==> src/rtl/decode.sv <==
// Instruction-decode stage: holds one fetched instruction, reads two operands,
// decodes a MIPS-I subset onto the execute bus and redirects fetch on taken transfers.
module decode #(
  parameter logic [29:0] RESET_PC = 30'd0
) (
  input  logic         clk,
  input  logic         reset,
  input  logic [61:0]  IF_ID_BUS,
  input  logic         if_valid,
  output logic         id_allow_in,
  output logic [4:0]   rf_raddr1,
  output logic [4:0]   rf_raddr2,
  input  logic [31:0]  rf_rdata1,
  input  logic [31:0]  rf_rdata2,
  input  logic         ex_allow_in,
  output logic         id_valid,
  output logic [137:0] ID_EX_BUS,
  output logic         jump_taken,
  output logic [29:0]  jump_target
);

  localparam int unsigned PC_W   = 30;
  localparam int unsigned DATA_W = 32;
  localparam int unsigned REG_W  = 5;

  localparam logic [0:0] ST_RUN      = 1'b0;
  localparam logic [0:0] ST_REDIRECT = 1'b1;

  localparam logic [3:0] ALU_ADD   = 4'd0;
  localparam logic [3:0] ALU_SUB   = 4'd1;
  localparam logic [3:0] ALU_AND   = 4'd2;
  localparam logic [3:0] ALU_OR    = 4'd3;
  localparam logic [3:0] ALU_XOR   = 4'd4;
  localparam logic [3:0] ALU_SLT   = 4'd5;
  localparam logic [3:0] ALU_SLL   = 4'd6;
  localparam logic [3:0] ALU_SRL   = 4'd7;
  localparam logic [3:0] ALU_PASSB = 4'd8;

  typedef struct packed {
    logic [PC_W-1:0]   pc;
    logic [3:0]        alu_op;
    logic [DATA_W-1:0] src_a;
    logic [DATA_W-1:0] src_b;
    logic [DATA_W-1:0] store_data;
    logic [REG_W-1:0]  dest;
    logic              reg_write;
    logic              mem_read;
    logic              mem_write;
  } id_ex_t;

  logic [0:0]        state_q, state_d;
  logic [PC_W-1:0]   target_q, target_d;
  logic              hold_valid_q, hold_valid_d;
  logic [PC_W-1:0]   hold_pc_q, hold_pc_d;
  logic [DATA_W-1:0] hold_instr_q, hold_instr_d;

  logic [5:0]        opcode_c, funct_c;
  logic [REG_W-1:0]  rt_c, rd_c, sa_c;
  logic [DATA_W-1:0] simm_c, zimm_c;
  logic [PC_W-1:0]   pc_inc_c;
  id_ex_t            bus_c;
  logic              taken_c;
  logic [PC_W-1:0]   target_c;
  logic              accept_c, leave_c, redirecting_c;
  logic [PC_W-1:0]   fetch_pc_c, expect_pc_c;

  assign opcode_c = hold_instr_q[31:26];
  assign funct_c  = hold_instr_q[5:0];
  assign rt_c     = hold_instr_q[20:16];
  assign rd_c     = hold_instr_q[15:11];
  assign sa_c     = hold_instr_q[10:6];
  assign simm_c   = {{16{hold_instr_q[15]}}, hold_instr_q[15:0]};
  assign zimm_c   = {16'd0, hold_instr_q[15:0]};
  assign pc_inc_c = hold_pc_q + PC_W'(1);

  assign rf_raddr1   = hold_instr_q[25:21];
  assign rf_raddr2   = rt_c;
  assign id_valid    = hold_valid_q;
  assign id_allow_in = !hold_valid_q || ex_allow_in;
  assign ID_EX_BUS   = bus_c;
  assign jump_taken  = hold_valid_q && ex_allow_in && taken_c && (state_q == ST_RUN);
  assign jump_target = jump_taken ? target_c : '0;

  // Decode of the held instruction; an empty register decodes as a NOP.
  always_comb begin : decode_c
    bus_c    = '0;
    bus_c.pc = hold_pc_q;
    taken_c  = 1'b0;
    target_c = '0;
    if (hold_valid_q) begin
      case (opcode_c)
        6'h00: begin
          case (funct_c)
            6'h21, 6'h23, 6'h24, 6'h25, 6'h26, 6'h2A: begin
              bus_c.src_a     = rf_rdata1;
              bus_c.src_b     = rf_rdata2;
              bus_c.dest      = rd_c;
              bus_c.reg_write = 1'b1;
              case (funct_c)
                6'h21:   bus_c.alu_op = ALU_ADD;
                6'h23:   bus_c.alu_op = ALU_SUB;
                6'h24:   bus_c.alu_op = ALU_AND;
                6'h25:   bus_c.alu_op = ALU_OR;
                6'h26:   bus_c.alu_op = ALU_XOR;
                default: bus_c.alu_op = ALU_SLT;
              endcase
            end
            6'h00, 6'h02: begin
              bus_c.alu_op    = funct_c[1] ? ALU_SRL : ALU_SLL;
              bus_c.src_a     = rf_rdata2;
              bus_c.src_b     = DATA_W'(sa_c);
              bus_c.dest      = rd_c;
              bus_c.reg_write = 1'b1;
            end
            6'h08: begin
              taken_c  = 1'b1;
              target_c = rf_rdata1[31:2];
            end
            default: ;
          endcase
        end
        6'h09, 6'h23: begin
          bus_c.alu_op    = ALU_ADD;
          bus_c.src_a     = rf_rdata1;
          bus_c.src_b     = simm_c;
          bus_c.dest      = rt_c;
          bus_c.reg_write = 1'b1;
          bus_c.mem_read  = opcode_c[5];
        end
        6'h0D: begin
          bus_c.alu_op    = ALU_OR;
          bus_c.src_a     = rf_rdata1;
          bus_c.src_b     = zimm_c;
          bus_c.dest      = rt_c;
          bus_c.reg_write = 1'b1;
        end
        6'h0F: begin
          bus_c.alu_op    = ALU_PASSB;
          bus_c.src_b     = {hold_instr_q[15:0], 16'd0};
          bus_c.dest      = rt_c;
          bus_c.reg_write = 1'b1;
        end
        6'h2B: begin
          bus_c.alu_op     = ALU_ADD;
          bus_c.src_a      = rf_rdata1;
          bus_c.src_b      = simm_c;
          bus_c.store_data = rf_rdata2;
          bus_c.mem_write  = 1'b1;
        end
        6'h04, 6'h05: begin
          taken_c  = (rf_rdata1 == rf_rdata2) ^ opcode_c[0];
          target_c = pc_inc_c + simm_c[PC_W-1:0];
        end
        6'h02: begin
          taken_c  = 1'b1;
          target_c = {hold_pc_q[29:26], hold_instr_q[25:0]};
        end
        6'h03: begin
          taken_c         = 1'b1;
          target_c        = {hold_pc_q[29:26], hold_instr_q[25:0]};
          bus_c.alu_op    = ALU_PASSB;
          bus_c.src_b     = {pc_inc_c, 2'b00};
          bus_c.dest      = REG_W'(31);
          bus_c.reg_write = 1'b1;
        end
        default: ;
      endcase
    end
  end

  assign fetch_pc_c    = IF_ID_BUS[61:32];
  assign accept_c      = if_valid && id_allow_in;
  assign leave_c       = hold_valid_q && ex_allow_in;
  // The jump cycle itself already filters the incoming instruction against the new target.
  assign redirecting_c = (state_q == ST_REDIRECT) || jump_taken;
  assign expect_pc_c   = jump_taken ? target_c : target_q;

  always_comb begin : next_state
    state_d      = state_q;
    target_d     = target_q;
    hold_valid_d = hold_valid_q;
    hold_pc_d    = hold_pc_q;
    hold_instr_d = hold_instr_q;
    if (leave_c) hold_valid_d = 1'b0;
    if (jump_taken) target_d = target_c;
    if (accept_c && (!redirecting_c || fetch_pc_c == expect_pc_c)) begin
      hold_valid_d = 1'b1;
      hold_pc_d    = fetch_pc_c;
      hold_instr_d = IF_ID_BUS[31:0];
      state_d      = ST_RUN;
    end else if (jump_taken) begin
      state_d = ST_REDIRECT;
    end
  end

  always_ff @(posedge clk) begin : state_reg
    if (reset) begin
      state_q      <= ST_RUN;
      target_q     <= RESET_PC;
      hold_valid_q <= 1'b0;
      hold_pc_q    <= '0;
      hold_instr_q <= '0;
    end else begin
      state_q      <= state_d;
      target_q     <= target_d;
      hold_valid_q <= hold_valid_d;
      hold_pc_q    <= hold_pc_d;
      hold_instr_q <= hold_instr_d;
    end
  end

endmodule

==> config.mk <==
export PLATFORM = sky130hd
export DESIGN_NAME = decode
export DESIGN_NICKNAME = d
export VERILOG_FILES = /design/src/rtl/decode.sv
export SDC_FILE = /design/constraint.sdc
export NUM_CORES = 1
export LEC_CHECK = 0
export ABC_AREA = 1
export ABC_CLOCK_PERIOD_IN_PS = 4400
export CAP_MARGIN = 20
export CORE_MARGIN = 2
export CORE_UTILIZATION = 45
export DETAILED_ROUTE_END_ITERATION = 16
export PLACE_DENSITY = 0.86
export SLEW_MARGIN = 20
export SYNTH_ARGS = -nofsm -noshare
export SYNTH_HDL_FRONTEND = slang
export SYNTH_SLANG_ARGS = --single-unit
==> constraint.sdc <==
create_clock -name clk -period 4.4 [get_ports clk]
set_input_delay 1.1 -clock clk [delete_from_list [all_inputs] [get_ports clk]]
set_output_delay 1.1 -clock clk [all_outputs]
set_load 0.005 [all_outputs]
==> impl_metrics.json, run 1 <==
{
  "cts_max_level": 3,
  "crit_endpoint": "hold_pc_q[18]$_SDFFE_PP0P_/D",
  "dp_hpwl_um": 43300,
  "cts_max_path_buffers": 2,
  "status": "did not finish",
  "syn-cell-area_sq_um": 10500,
  "cts_made_buffers": 9,
  "async_flop_share": 0,
  "synth_area_per_cell_sq_um": 5.37,
  "rows": 55,
  "synth_edf_count": 0,
  "error_line": "[ERROR GRT-0232] Routing congestion too high. Check the congestion heatmap in the GUI.",
  "io_pins": 311,
  "yosysMostFrequentCell": "nand2_1",
  "gp_congestion": 1.05,
  "ys_types": 42,
  "antenna_found_initial": 11,
  "grt_overflow_total": 17,
  "synth.top_cells.by_area": "nand2_1 (21%), dfxtp_1 (18%), inv_1 (11%)",
  "die_h_um": 157,
  "outcome.stop_stage": "global routing",
  "synth-main-ff-cell": "dfxtp_1",
  "cts_sinks": 94,
  "start_util": 0.462,
  "grt_use_total": 0.782,
  "syn_nets": 2121,
  "synth_common_cells": "nand2_1 (583), inv_1 (307), nor2_1 (279)",
  "yosysTopAreaCell": "nand2_1",
  "yosysTopAreaCellShare": 0.208,
  "numPortBuffers": 310,
  "grt_max_degree": 126,
  "syn_inst": 1956,
  "clockRootBuffer": "clkbuf_16",
  "yosys_register_bits": 94,
  "synth_warnings": 0,
  "worst-ep-kind": "sequential cell input",
  "ys_seq_area_frac": 0.179,
  "die_x_um": 157
}
==> metrics by stage <==
| step | area, sq um | hold WS, ns | setup WS (ns) | setup TNS [ns] | std cells |
|---|---|---|---|---|---|
| 2_1_floorplan | 10600 | 0.461 | 0.00129 | 0 | 1956 |
| 3_3_place_gp | 16300 | 0.469 | -0.727 | -47.81 | 2835 |
| 3_5_place_dp | 16300 | 0.487 | -0.767 | -58.48 | 2835 |
| 4_1_cts | 18100 | 0.500 | -0.831 | -57.66 | 2912 |
==> logic make-up after synthesis <==
kind of cell	after synthesis	synth area share
AOI/OAI and AO/OA	273	0.158
and+or+nand+nor	1108	0.435
buffers and inverters	406	0.153
DFF	94	0.179
xor gates and xnor gates	40	0.0333
adders and majority gates	35	0.0424
==> metal layers <==
layer  GRT overflow  global-route usage
met5              1               0.495
met4              6               0.772
met3              3               0.646
met2              7               0.916
met1              0               0.786
==> timing repair <==
item,in CTS
pin swaps,116
hold buffers,0
buffers inserted,55
gates cloned,10
endpoints found under the setup margin,101
gates resized for setup,286
==> inputs of run 2 (changes only) <==
- ABC_CLOCK_PERIOD_IN_PS: 4400 -> 5700
- CORE_UTILIZATION: 45 -> 40
- PLACE_DENSITY: 0.86 -> unset
- PLACE_DENSITY_LB_ADDON: unset -> 0.15
- clock period: 4.4 -> 5.7 ns (I/O delays scaled with it)
==> run 2 against run 1 <==
The run now ends clean. Synthesized cell count stayed put. Area after synthesis stayed put.
==> impl_metrics.json, run 2 <==
{
  "ant_nets": 0,
  "rows": 59,
  "drive_gt1_frac": 0.122,
  "cts_max_path_buffers": 2,
  "maxSlewViolCount": 0,
  "clkTransAtPathRegs_ns": 0.09,
  "synth.top_cells.by_area": "nand2_1 (21%), dfxtp_1 (18%), inv_1 (11%)",
  "grt_pass1_vias": 13300,
  "post-route-drc-count": 0,
  "viasPerCell": 5.40,
  "use_met3": 0.0529,
  "layout_commonest_cell": "nand2_1",
  "critPathCaptureType": "primary output",
  "status": "completed",
  "hold_buffers": 0,
  "synth_top_family_by_area": "simple AND/OR/NAND/NOR gates",
  "max_cap_viol_count": 0,
  "die_x_um": 166,
  "yosys_register_bits": 94,
  "synth-main-ff-cell": "dfxtp_1",
  "cts_tree": "built",
  "max-slew-margin-rel": 0.146,
  "criticalPathCategory": "flop to primary output",
  "ys_types": 42,
  "seqCellArea_sq_um": 1890,
  "io_pins": 311,
  "synthXorXnorAreaFrac": 0.0333,
  "mostFrequentLayoutCells": "nand2_1 (550), inv_1 (302), clkdlybuf4s50_1 (291)",
  "critPathMaxFanout": 5,
  "peakVddDrop_mv": 0.126,
  "dp_hpwl_um": 41800,
  "ys_seq_area_frac": 0.179,
  "synth_warnings": 0,
  "cts_made_buffers": 9,
  "yosysMostFrequentCell": "nand2_1",
  "startpoint": "hold_pc_q[0]$_SDFFE_PP0P_",
  "use_met1": 0.498,
  "grt_pass1_wl_um": 77300,
  "synth_common_cells": "nand2_1 (583), inv_1 (307), nor2_1 (279)",
  "core_area_sq_um": 25900,
  "period_minus_slack_ns": 5.67,
  "synth_compound_area_frac": 0.158,
  "fmax_mhz": 176,
  "worstPathArrival_ns": 4.24,
  "start_util": 0.406,
  "required_ns": 4.28,
  "synth_area_per_cell_sq_um": 5.37,
  "grt_use_met2": 0.566,
  "gp_congestion": 1.02,
  "cts_max_level": 3,
  "setup_ws_ns": 0.0326,
  "routed_wirelength_um": 51800,
  "multi_input_area_sq_um": 7630,
  "syn_inst": 1956,
  "hold_class": "flop to flop",
  "top_regs": "hold_instr_q (32), hold_pc_q (30), target_q (30)",
  "synth_edf_count": 0,
  "finClkSkew_ns": 0.0151,
  "critPathLaunchType": "flop",
  "leakagePower_uw": 0.00774,
  "numPortBuffers": 310,
  "die_area_sq_um": 27600,
  "routedWlPerCell_um": 19.5,
  "synthToLayoutAreaGrowth_pct": 48.6,
  "grt_use_total": 0.360,
  "r2r-start": "hold_pc_q[0]$_SDFFE_PP0P_",
  "grt_max_degree": 69,
  "clkLatencyLatePin_ns": 0.36,
  "async_flop_share": 0,
  "final.setup.tns_ns": 0,
  "num_vias": 14300,
  "yosysTopAreaCell": "nand2_1",
  "antenna_found_initial": 0,
  "rsz0062_at_grt": "yes",
  "finalNetCount": 2480,
  "synth.mux.area_fraction": 0,
  "worst_slew_pin_slew_ns": 1.28,
  "hp-start": "target_q[26]$_SDFF_PP0_",
  "grt_overflow_total": 0,
  "preCtsSetupSlack_ns": -0.121,
  "timing.hold.ws_ns": 0.495,
  "final-hold-violation-count": 0,
  "nFillCells": 2588,
  "clockRootBuffer": "clkbuf_16",
  "cts_sinks": 94,
  "n_antenna_cell": 0,
  "top_register": "hold_instr_q",
  "finalPower_uw": 2390,
  "die_h_um": 166,
  "syn-cell-area_sq_um": 10500,
  "largest_reg_flops": 32,
  "yosysTopAreaCellShare": 0.208,
  "syn_nets": 2121,
  "synth_adder_area_share": 0.0424,
  "dr.pass1.iters": 7,
  "place_area_sq_um": 14600,
  "design_area_sq_um": 15600,
  "setup_viol": 0,
  "p_per_area_nw_per_um2": 153,
  "busiest_layer": "met2",
  "drt_iter0_markers": 1610,
  "synth_simple_gate_area_frac": 0.435,
  "fin_crit_sh": 0.994
}
## run 2: routing by layer
metal | vias up | wire [um]
met3 | 82 | 4520
met4 | 0 | 1960
met1 | 6648 | 22200
li1 | 6944 | -
met2 | 666 | 23100
met5 | - | 0
## run 2: repair_timing
| action | in CTS | in global routing |
|---|---|---|
| gates resized for setup | 49 | 102 |
| endpoints found under the setup margin | 15 | 93 |
| hold endpoints to repair | 0 | 0 |
| pin swaps | 30 | 35 |
| setup buffers | 6 | 10 |
## run 2: power by group
| part | total [uW] | switching (uW) | internal (uW) | leakage (uW) |
|---|---|---|---|---|
| Sequential | 767 | 72.0 | 695 | 0.000774 |
| Combinational | 969 | 559 | 411 | 0.00682 |
| Clock | 651 | 328 | 323 | 0.000149 |
## run 2: logic make-up after synthesis
| group | count (synthesis) |
|---|---|
| AND/OR/NAND/NOR | 1108 |
| buffers and inverters | 406 |
| AO/OA/AOI/OAI | 273 |
| flip-flops | 94 |
| XOR/XNOR | 40 |
| adder cells (fa/ha/maj) | 35 |
## run 2: area by class of cell
class                   count  share of cell area
clock inverters             6             0.00384
multi-input cells        1456               0.489
flip-flops and latches     94               0.121
repair buffers            440               0.269
inverters                 314              0.0755
well taps                 335              0.0268
clock buffers              10              0.0153
## run 2: through the flow
step,std cells,utilization
floorplan,1956,-
global placement,2623,0.563
detailed placement,2623,0.563
CTS,2645,0.583
global route,2655,0.603
finish,2655,0.603
## run 2: worst max-delay path, stage by stage (launching register included)
cell,delay [ns]
dfxtp_2,0.34
ha_2,0.17
nand2_1,0.06
nor2_2,0.14
nand4_1,0.18
nor3b_2,0.25
nand2_1,0.10
nor3_2,0.14
buf_4,0.13
buf_4,0.10
or2_2,0.09
nand2_1,0.13
inv_2,0.12
ha_4,0.22
nand2_2,0.12
inv_1,0.05
nand2_1,0.06
nand2_1,0.09
o21bai_2,0.23
inv_1,0.09
nand3_1,0.07
nand2_1,0.06
nand3_1,0.15
nand2_2,0.13
nand2_1,0.09
inv_1,0.06
clkdlybuf4s50_1,0.49
## run 2: final timing paths
kind,to,slack (ns),depth (start not counted)
max reg2reg,hold_pc_q[20]$_SDFFE_PP0P_,0.44,38
min,target_q[26]$_SDFF_PP0_,0.49,2
min reg2reg,target_q[26]$_SDFF_PP0_,0.49,2
max,jump_target[19],0.03,26
Note: power is estimated with default switching activity, not from simulation.
==> inputs of run 3 (changes only) <==
- SLEW_MARGIN: 20 -> unset
==> results of run 3 <==
No change in the layout: final DEF, timing and power equal those of run 2.
